<file path="src/rtl/line_clear_engine_if.sv">
// Board handshake between the game datapath and the line-clear engine.
// The datapath holds the master modport and the engine holds the slave modport.
interface line_clear_engine_if #(
  parameter int ROWS    = 20,
  parameter int COLS    = 10,
  parameter int CELL_W  = 4,
  parameter int SCORE_W = 14
);
  localparam int BOARD_W = ROWS * COLS * CELL_W;
  localparam int LC_W    = $clog2(ROWS + 1);

  logic               start;
  logic [BOARD_W-1:0] board_in;
  logic [BOARD_W-1:0] board_out;
  logic               busy;
  logic               done;
  logic [LC_W-1:0]    lines_cleared;
  logic [SCORE_W-1:0] score;
  logic               top_occupied;

  modport master (
    output start, board_in,
    input  board_out, busy, done, lines_cleared, score, top_occupied
  );

  modport slave (
    input  start, board_in,
    output board_out, busy, done, lines_cleared, score, top_occupied
  );
endinterface

</file>
<file path="src/rtl/line_clear_engine.sv">
// Removes full rows bottom-up, compacts the survivors and keeps a saturating score.
// Latency ROWS+N+1 edges from the start edge; start is dropped while busy (no queueing).
// LINE_SCORE_TABLE_EN selects the 0/1/3/5/8 score table instead of one point per line.
module line_clear_engine #(
  parameter int ROWS    = 20,
  parameter int COLS    = 10,
  parameter int CELL_W  = 4,
  parameter int SCORE_W = 14
) (
  input  logic               Clk,
  input  logic               Reset,
  input  logic               game_reset,
  line_clear_engine_if.slave bus
);
  localparam int ROW_W   = COLS * CELL_W;
  localparam int BOARD_W = ROWS * ROW_W;
  localparam int RW      = (ROWS > 1) ? $clog2(ROWS) : 1;
  localparam int CW      = $clog2(ROWS + 1);
  localparam logic [RW-1:0] LAST_ROW = RW'(ROWS - 1);
  localparam int unsigned SCORE_MAX = (2 ** SCORE_W) - 1;

  typedef enum logic [1:0] {IDLE, SCAN, FILL, DONE} state_t;

  state_t             state, state_nxt;
  logic [ROW_W-1:0]   work [ROWS];
  logic [RW-1:0]      rd, wr;
  logic [CW-1:0]      cnt;
  logic               row_full;
  logic               clr;
  logic [BOARD_W-1:0] board_q;
  logic [CW-1:0]      lines_q;
  logic [SCORE_W-1:0] score_q;
  logic [SCORE_W:0]   score_sum;
  logic [SCORE_W-1:0] score_nxt;
  logic               done_q;
  logic               top_q;

  assign clr = Reset | game_reset;

  function automatic logic [SCORE_W:0] score_inc(input logic [CW-1:0] n);
    int unsigned nn;
    int unsigned v;
    nn = 32'(n);
`ifdef LINE_SCORE_TABLE_EN
    if (nn == 0)      v = 0;
    else if (nn == 1) v = 1;
    else if (nn == 2) v = 3;
    else if (nn == 3) v = 5;
    else              v = 8 + 3 * (nn - 4);
`else
    v = nn;
`endif
    // Pre-clamping keeps the SCORE_W+1 bit sum from wrapping on huge boards.
    if (v > SCORE_MAX) v = SCORE_MAX;
    return (SCORE_W + 1)'(v);
  endfunction

  always_comb begin
    score_sum = {1'b0, score_q} + score_inc(cnt);
    score_nxt = score_sum[SCORE_W] ? {SCORE_W{1'b1}} : score_sum[SCORE_W-1:0];
  end

  always_comb begin
    row_full = 1'b1;
    for (int c = 0; c < COLS; c++) begin
      if (work[rd][c*CELL_W +: CELL_W] == '0) row_full = 1'b0;
    end
  end

  always_comb begin
    state_nxt = state;
    case (state)
      IDLE:    if (bus.start) state_nxt = SCAN;
      SCAN:    if (rd == '0) state_nxt = (row_full || cnt != '0) ? FILL : DONE;
      FILL:    if (wr == '0) state_nxt = DONE;
      DONE:    state_nxt = IDLE;
      default: state_nxt = IDLE;
    endcase
  end

  always_ff @(posedge Clk) begin
    if (clr) state <= IDLE;
    else     state <= state_nxt;
  end

  always_ff @(posedge Clk) begin
    if (clr) begin
      board_q <= '0;
      lines_q <= '0;
      score_q <= '0;
      done_q  <= 1'b0;
      top_q   <= 1'b0;
    end else begin
      done_q <= 1'b0;
      case (state)
        IDLE: begin
          if (bus.start) begin
            for (int r = 0; r < ROWS; r++) work[r] <= bus.board_in[r*ROW_W +: ROW_W];
            rd  <= LAST_ROW;
            wr  <= LAST_ROW;
            cnt <= '0;
          end
        end
        SCAN: begin
          // wr never drops below rd, so this copy cannot clobber an unread row.
          if (row_full) begin
            cnt <= cnt + 1'b1;
          end else begin
            work[wr] <= work[rd];
            wr       <= wr - 1'b1;
          end
          if (rd != '0) rd <= rd - 1'b1;
        end
        FILL: begin
          work[wr] <= '0;
          wr       <= wr - 1'b1;
        end
        DONE: begin
          for (int r = 0; r < ROWS; r++) board_q[r*ROW_W +: ROW_W] <= work[r];
          lines_q <= cnt;
          score_q <= score_nxt;
          top_q   <= |work[0];
          done_q  <= 1'b1;
        end
        default: ;
      endcase
    end
  end

  assign bus.busy          = (state != IDLE);
  assign bus.done          = done_q;
  assign bus.board_out     = board_q;
  assign bus.lines_cleared = lines_q;
  assign bus.score         = score_q;
  assign bus.top_occupied  = top_q;
endmodule

</file>
<file path="src/flat_wrapper.sv">
// flat-port wrapper written by rule: the top's interface ports become plain ports
module line_clear_engine_flat 
#(
  parameter int ROWS    = 20,
  parameter int COLS    = 10,
  parameter int CELL_W  = 4,
  parameter int SCORE_W = 14
)
  (Clk, Reset, game_reset, bus_start, bus_board_in, bus_board_out, bus_busy, bus_done, bus_lines_cleared, bus_score, bus_top_occupied);
  line_clear_engine_if #(.ROWS(ROWS), .COLS(COLS), .CELL_W(CELL_W), .SCORE_W(SCORE_W)) bus_i ();
  input  logic Clk;
  input  logic Reset;
  input  logic game_reset;
  input wire logic [$bits(bus_i.start)-1:0] bus_start;
  input wire logic [$bits(bus_i.board_in)-1:0] bus_board_in;
  output wire logic [$bits(bus_i.board_out)-1:0] bus_board_out;
  output wire logic [$bits(bus_i.busy)-1:0] bus_busy;
  output wire logic [$bits(bus_i.done)-1:0] bus_done;
  output wire logic [$bits(bus_i.lines_cleared)-1:0] bus_lines_cleared;
  output wire logic [$bits(bus_i.score)-1:0] bus_score;
  output wire logic [$bits(bus_i.top_occupied)-1:0] bus_top_occupied;
  assign bus_i.start = bus_start;
  assign bus_i.board_in = bus_board_in;
  assign bus_board_out = bus_i.board_out;
  assign bus_busy = bus_i.busy;
  assign bus_done = bus_i.done;
  assign bus_lines_cleared = bus_i.lines_cleared;
  assign bus_score = bus_i.score;
  assign bus_top_occupied = bus_i.top_occupied;
  line_clear_engine #(.ROWS(ROWS), .COLS(COLS), .CELL_W(CELL_W), .SCORE_W(SCORE_W)) u_core (.Clk(Clk), .Reset(Reset), .game_reset(game_reset), .bus(bus_i));
endmodule
</file>
<file path="config.mk">
export PLATFORM = sky130hd
export DESIGN_NAME = line_clear_engine_flat
export DESIGN_NICKNAME = d
export VERILOG_FILES = /design/src/rtl/line_clear_engine_if.sv /design/src/rtl/line_clear_engine.sv /design/src/flat_wrapper.sv
export SDC_FILE = /design/constraint.sdc
export NUM_CORES = 2
export LEC_CHECK = 0
export ABC_AREA = 1
export BUFFER_PORTS_ARGS = -buffer_cell sky130_fd_sc_hd__buf_2
export CORE_AREA = 2 2 640 642
export DETAILED_ROUTE_END_ITERATION = 10
export DIE_AREA = 0 0 642 644
export HOLD_SLACK_MARGIN = 0.03
export SYNTH_ARGS = -nofsm -noshare
export SYNTH_HDL_FRONTEND = slang
export SYNTH_SLANG_ARGS = --single-unit
</file>
<file path="constraint.sdc">
create_clock -name Clk -period 8.1 [get_ports Clk]
set_clock_uncertainty 0.2 [all_clocks]
set_input_delay 0.81 -clock Clk [delete_from_list [all_inputs] [get_ports Clk]]
set_output_delay 0.81 -clock Clk [all_outputs]
set_load 0.05 [all_outputs]
</file>
==> flow_metrics.env <==
export IMPL_status="completed"
export IMPL_syn_num_nets=10300
export IMPL_hold_path_depth=3
export IMPL_grt_usage_pct=24.1
export IMPL_dieWidth_um=642
export IMPL_pwr_share_seq_pct=42.8
export IMPL_cpLargestDelayFamily="simple AND/OR/NAND/NOR gates"
export IMPL_nFillCells=42500
export IMPL_ys_seq_area_share_pct=61.8
export IMPL_synth_edf_count=1295
export IMPL_start_util_pct=22.0
export IMPL_critical_path_buf_inv_count=4
export IMPL_overflow=0
export IMPL_clk_pin_slew_ns=0.06
export IMPL_cp_slowest_cell="buf_4"
export IMPL_max_slew_margin_pct=7.71
export IMPL_grt_max_degree=175
export IMPL_period_minus_slack_ns=7.01
export IMPL_min_period_over_period_pct=86.6
export IMPL_path_cells="inv_8 > buf_4 > nand3_1 > nand3_1 > nand2_1 > nand2_1 > nand2_1 > nand2_1 > nand2_1 > nor2_1 > nand2_1 > nand3_1 > nor2_1 > nand2_1 > nand3_1 > nand2_8 > buf_12 > buf_4 > nand3_1 > nand2_1"
export IMPL_yosysMostFrequentCell="nand2_1"
export IMPL_drtIter0Drc=11300
export IMPL_antenna_found_initial=85
export IMPL_netlist_area_mm2=0.0898
export IMPL_startpoint_type="register"
export IMPL_switching_share_pct=29.4
export IMPL_areaGrowthSynthToFinish_pct=34.1
export IMPL_ys_types=30
export IMPL_synth_top_area_cell="edfxtp_1"
export IMPL_routed_via_density=4.94
export IMPL_cts_buffers=263
export IMPL_worstMarginPinSlew_ns=1.38
export IMPL_setup_violations=0
export IMPL_max_freq_mhz=143
export IMPL_die_h_um=644
export IMPL_clockBufferDepth=4
export IMPL_p_switching_uw=8220
export IMPL_io_buffers=1625
export IMPL_gp_congestion=0.925
export IMPL_avgSynthCellArea_um2=9.48
export IMPL_r2r_cells=20
export IMPL_p_leak_uw=0.0515
export IMPL_grt_pass1_wl_um=694000
export IMPL_layout_nets=12300
export IMPL_ys_ff_latch=2123
export IMPL_critPathRequiredTime_ns=8.64
export IMPL_drtAntennaViolNets=0
export IMPL_ys_flop_type="edfxtp_1"
export IMPL_drc=0
export IMPL_hold_viol=0
export IMPL_power_share_clock_pct=43.3
export IMPL_dieArea_mm2=0.413
export IMPL_grt_pass1_vias=79100
export IMPL_tritoncts="done"
export IMPL_syn_inst=9465
export IMPL_path_max_fanout=135
export IMPL_crit_type="register to register"
export IMPL_hold_worst_slack_ns=0.119
export IMPL_power_density_mw_per_mm2=232
export IMPL_cap_viol_max_count=0
export IMPL_drive_gt1_share_pct=19.9
export IMPL_yosys_top_cells_count="3361 x nand2_1, 1616 x nand3_1, 1295 x edfxtp_1"
export IMPL_coreArea_mm2=0.408
export IMPL_path_depth=20
export IMPL_maxSlewViolCount=0
export IMPL_wirelength_um=524000
export IMPL_timing_final_ws_setup_ns=1.09
export IMPL_p_comb_share_pct=13.9
export IMPL_vias=85100
export IMPL_io_pins=1626
export IMPL_end_kind="register"
export IMPL_hold_class="input pin to register"
export IMPL_async_flop_share_pct=0
export IMPL_rows=235
export IMPL_htreeDepth=5
export IMPL_yosysWarnings=0
export IMPL_post_drt_wl_per_cell_um=30.4
export IMPL_crit_top_cell="nand2_1"
export IMPL_synth_area_leaders="edfxtp_1 43%, dfxtp_1 18%, nand2_1 14%"
export IMPL_intPower_uw=19700
export IMPL_synth_top_area_share_pct=43.3
export IMPL_clock_sinks=2123
export IMPL_cts_root_buf="clkbuf_16"
export IMPL_worstPathArrival_ns=7.56
export IMPL_rsz0062_at_grt="false"
export IMPL_critical_path_max_stage_delay_ns=0.95
export IMPL_clock_latency_ns=0.93
export IMPL_peakVddDrop_mv=0.140
export IMPL_fin_setup_tns_ns=0
export IMPL_post_cts_resized=0
export IMPL_dp_hpwl_um=377000
export IMPL_dr_pass1_iters=6
export IMPL_pre_cts_slack_ns=1.26
-- worst paths after layout --
path                           start                  to  slack, ns
hold reg to reg   bus_board_out[105]  bus_board_out[105]       0.25
setup / recovery            register   u_core.work[5][8]       1.09
setup reg to reg            register   u_core.work[5][8]       1.09
hold / removal      bus_board_in[81]   u_core.work[2][1]       0.12
-- worst min-delay path: cells and delay by family --
kind,cells,cell delay (ns)
AND/OR/NAND/NOR,2,0.22
buffers and inverters,1,0.07
-- routing by layer --
| layer | part of all wire (%) | wire (um) | global-route usage [%] |
|---|---|---|---|
| met1 | 40 | 209000 | 31.1 |
| met2 | 45 | 235000 | 37.8 |
| met3 | 9.1 | 47700 | 4.69 |
| met4 | 6.3 | 32900 | 13.4 |
| met5 | 0.040 | 208 | 0 |
-- per-stage QoR --
stage	cell area [um^2]	total power, uW	instances	util, %
2_1_floorplan	89800	13600	9465	-
3_3_place_gp	104000	15700	15900	25.5
3_5_place_dp	104000	15700	15900	25.5
4_1_cts	120000	28000	17200	29.5
5_1_grt	120000	28700	17200	29.5
6_report	120000	28000	17200	29.5
-- repair_timing --
action | in CTS | in global routing
hold buffers | 773 | 0
endpoints found under the hold margin | 776 | 0
buffers inserted | 0 | 0
-- cell families after synthesis --
group                      count (synthesis)  share of synthesized area (%)
DFF                                     2123                           61.8
and+or+nand+nor                         5086                           23.6
AOI/OAI and AO/OA                       1213                           9.40
buffers and inverters                   1015                           4.85
xor gates and xnor gates                   8                         0.0781
adders and majority gates                 20                          0.287
-- cell usage in the layout, fill, tap and decap left out, types with 18 or more instances in the layout --
cell and count:
dlygate4sd3_1 773, diode_2 45, buf_2 1625, clkinv_1 28, clkbuf_16 275, nand2_1 3330
nor2_1 41, clkbuf_1 63, o21ai_0 358, ha_1 18, nand3_1 1615, edfxtp_1 1295
nand2_2 25, clkbuf_8 28, buf_4 156, dfxtp_1 823, a21oi_1 181, buf_12 29
clkinv_2 33, a22o_1 623, a21oi_4 40, nor2_4 35, inv_1 215
-- power by group through the flow --
| stage | Combinational (uW) | Sequential [uW] | Clock (uW) |
|---|---|---|---|
| 6_report | 3880 | 12000 | 12100 |
| 5_1_grt | 4040 | 12000 | 12600 |
| 4_1_cts | 3810 | 12000 | 12300 |
| 3_5_place_dp | 3480 | 12200 | 0 |
| 3_3_place_gp | 3470 | 12200 | 0 |
| 2_1_floorplan | 1520 | 12100 | 0 |
-- layout make-up --
cell class	count	area (um^2)	area share, %
Multi-Input combinational cell	6327	30800	25.6
Clock inverter	113	1130	0.939
Timing Repair Buffer	2583	17600	14.6
Inverter	222	868	0.721
Clock buffer	366	7500	6.23
Sequential cell	2123	55500	46.1
Antenna cell	45	113	0.0935
Tap cell	5451	6820	5.67
-- sequential cells by signal (all words and copies together) (netlist names), named ones only --
register / count
u_core.bus.lines_cleared: 5
u_core.work: 1280
u_core.bus.score: 14
u_core.state: 2
bus_board_out: 800
u_core.cnt: 5
u_core.bus.top_occupied: 1
u_core.bus.done: 1
u_core.wr: 5
u_core.rd: 5
Power figures use the tool's default switching activity.
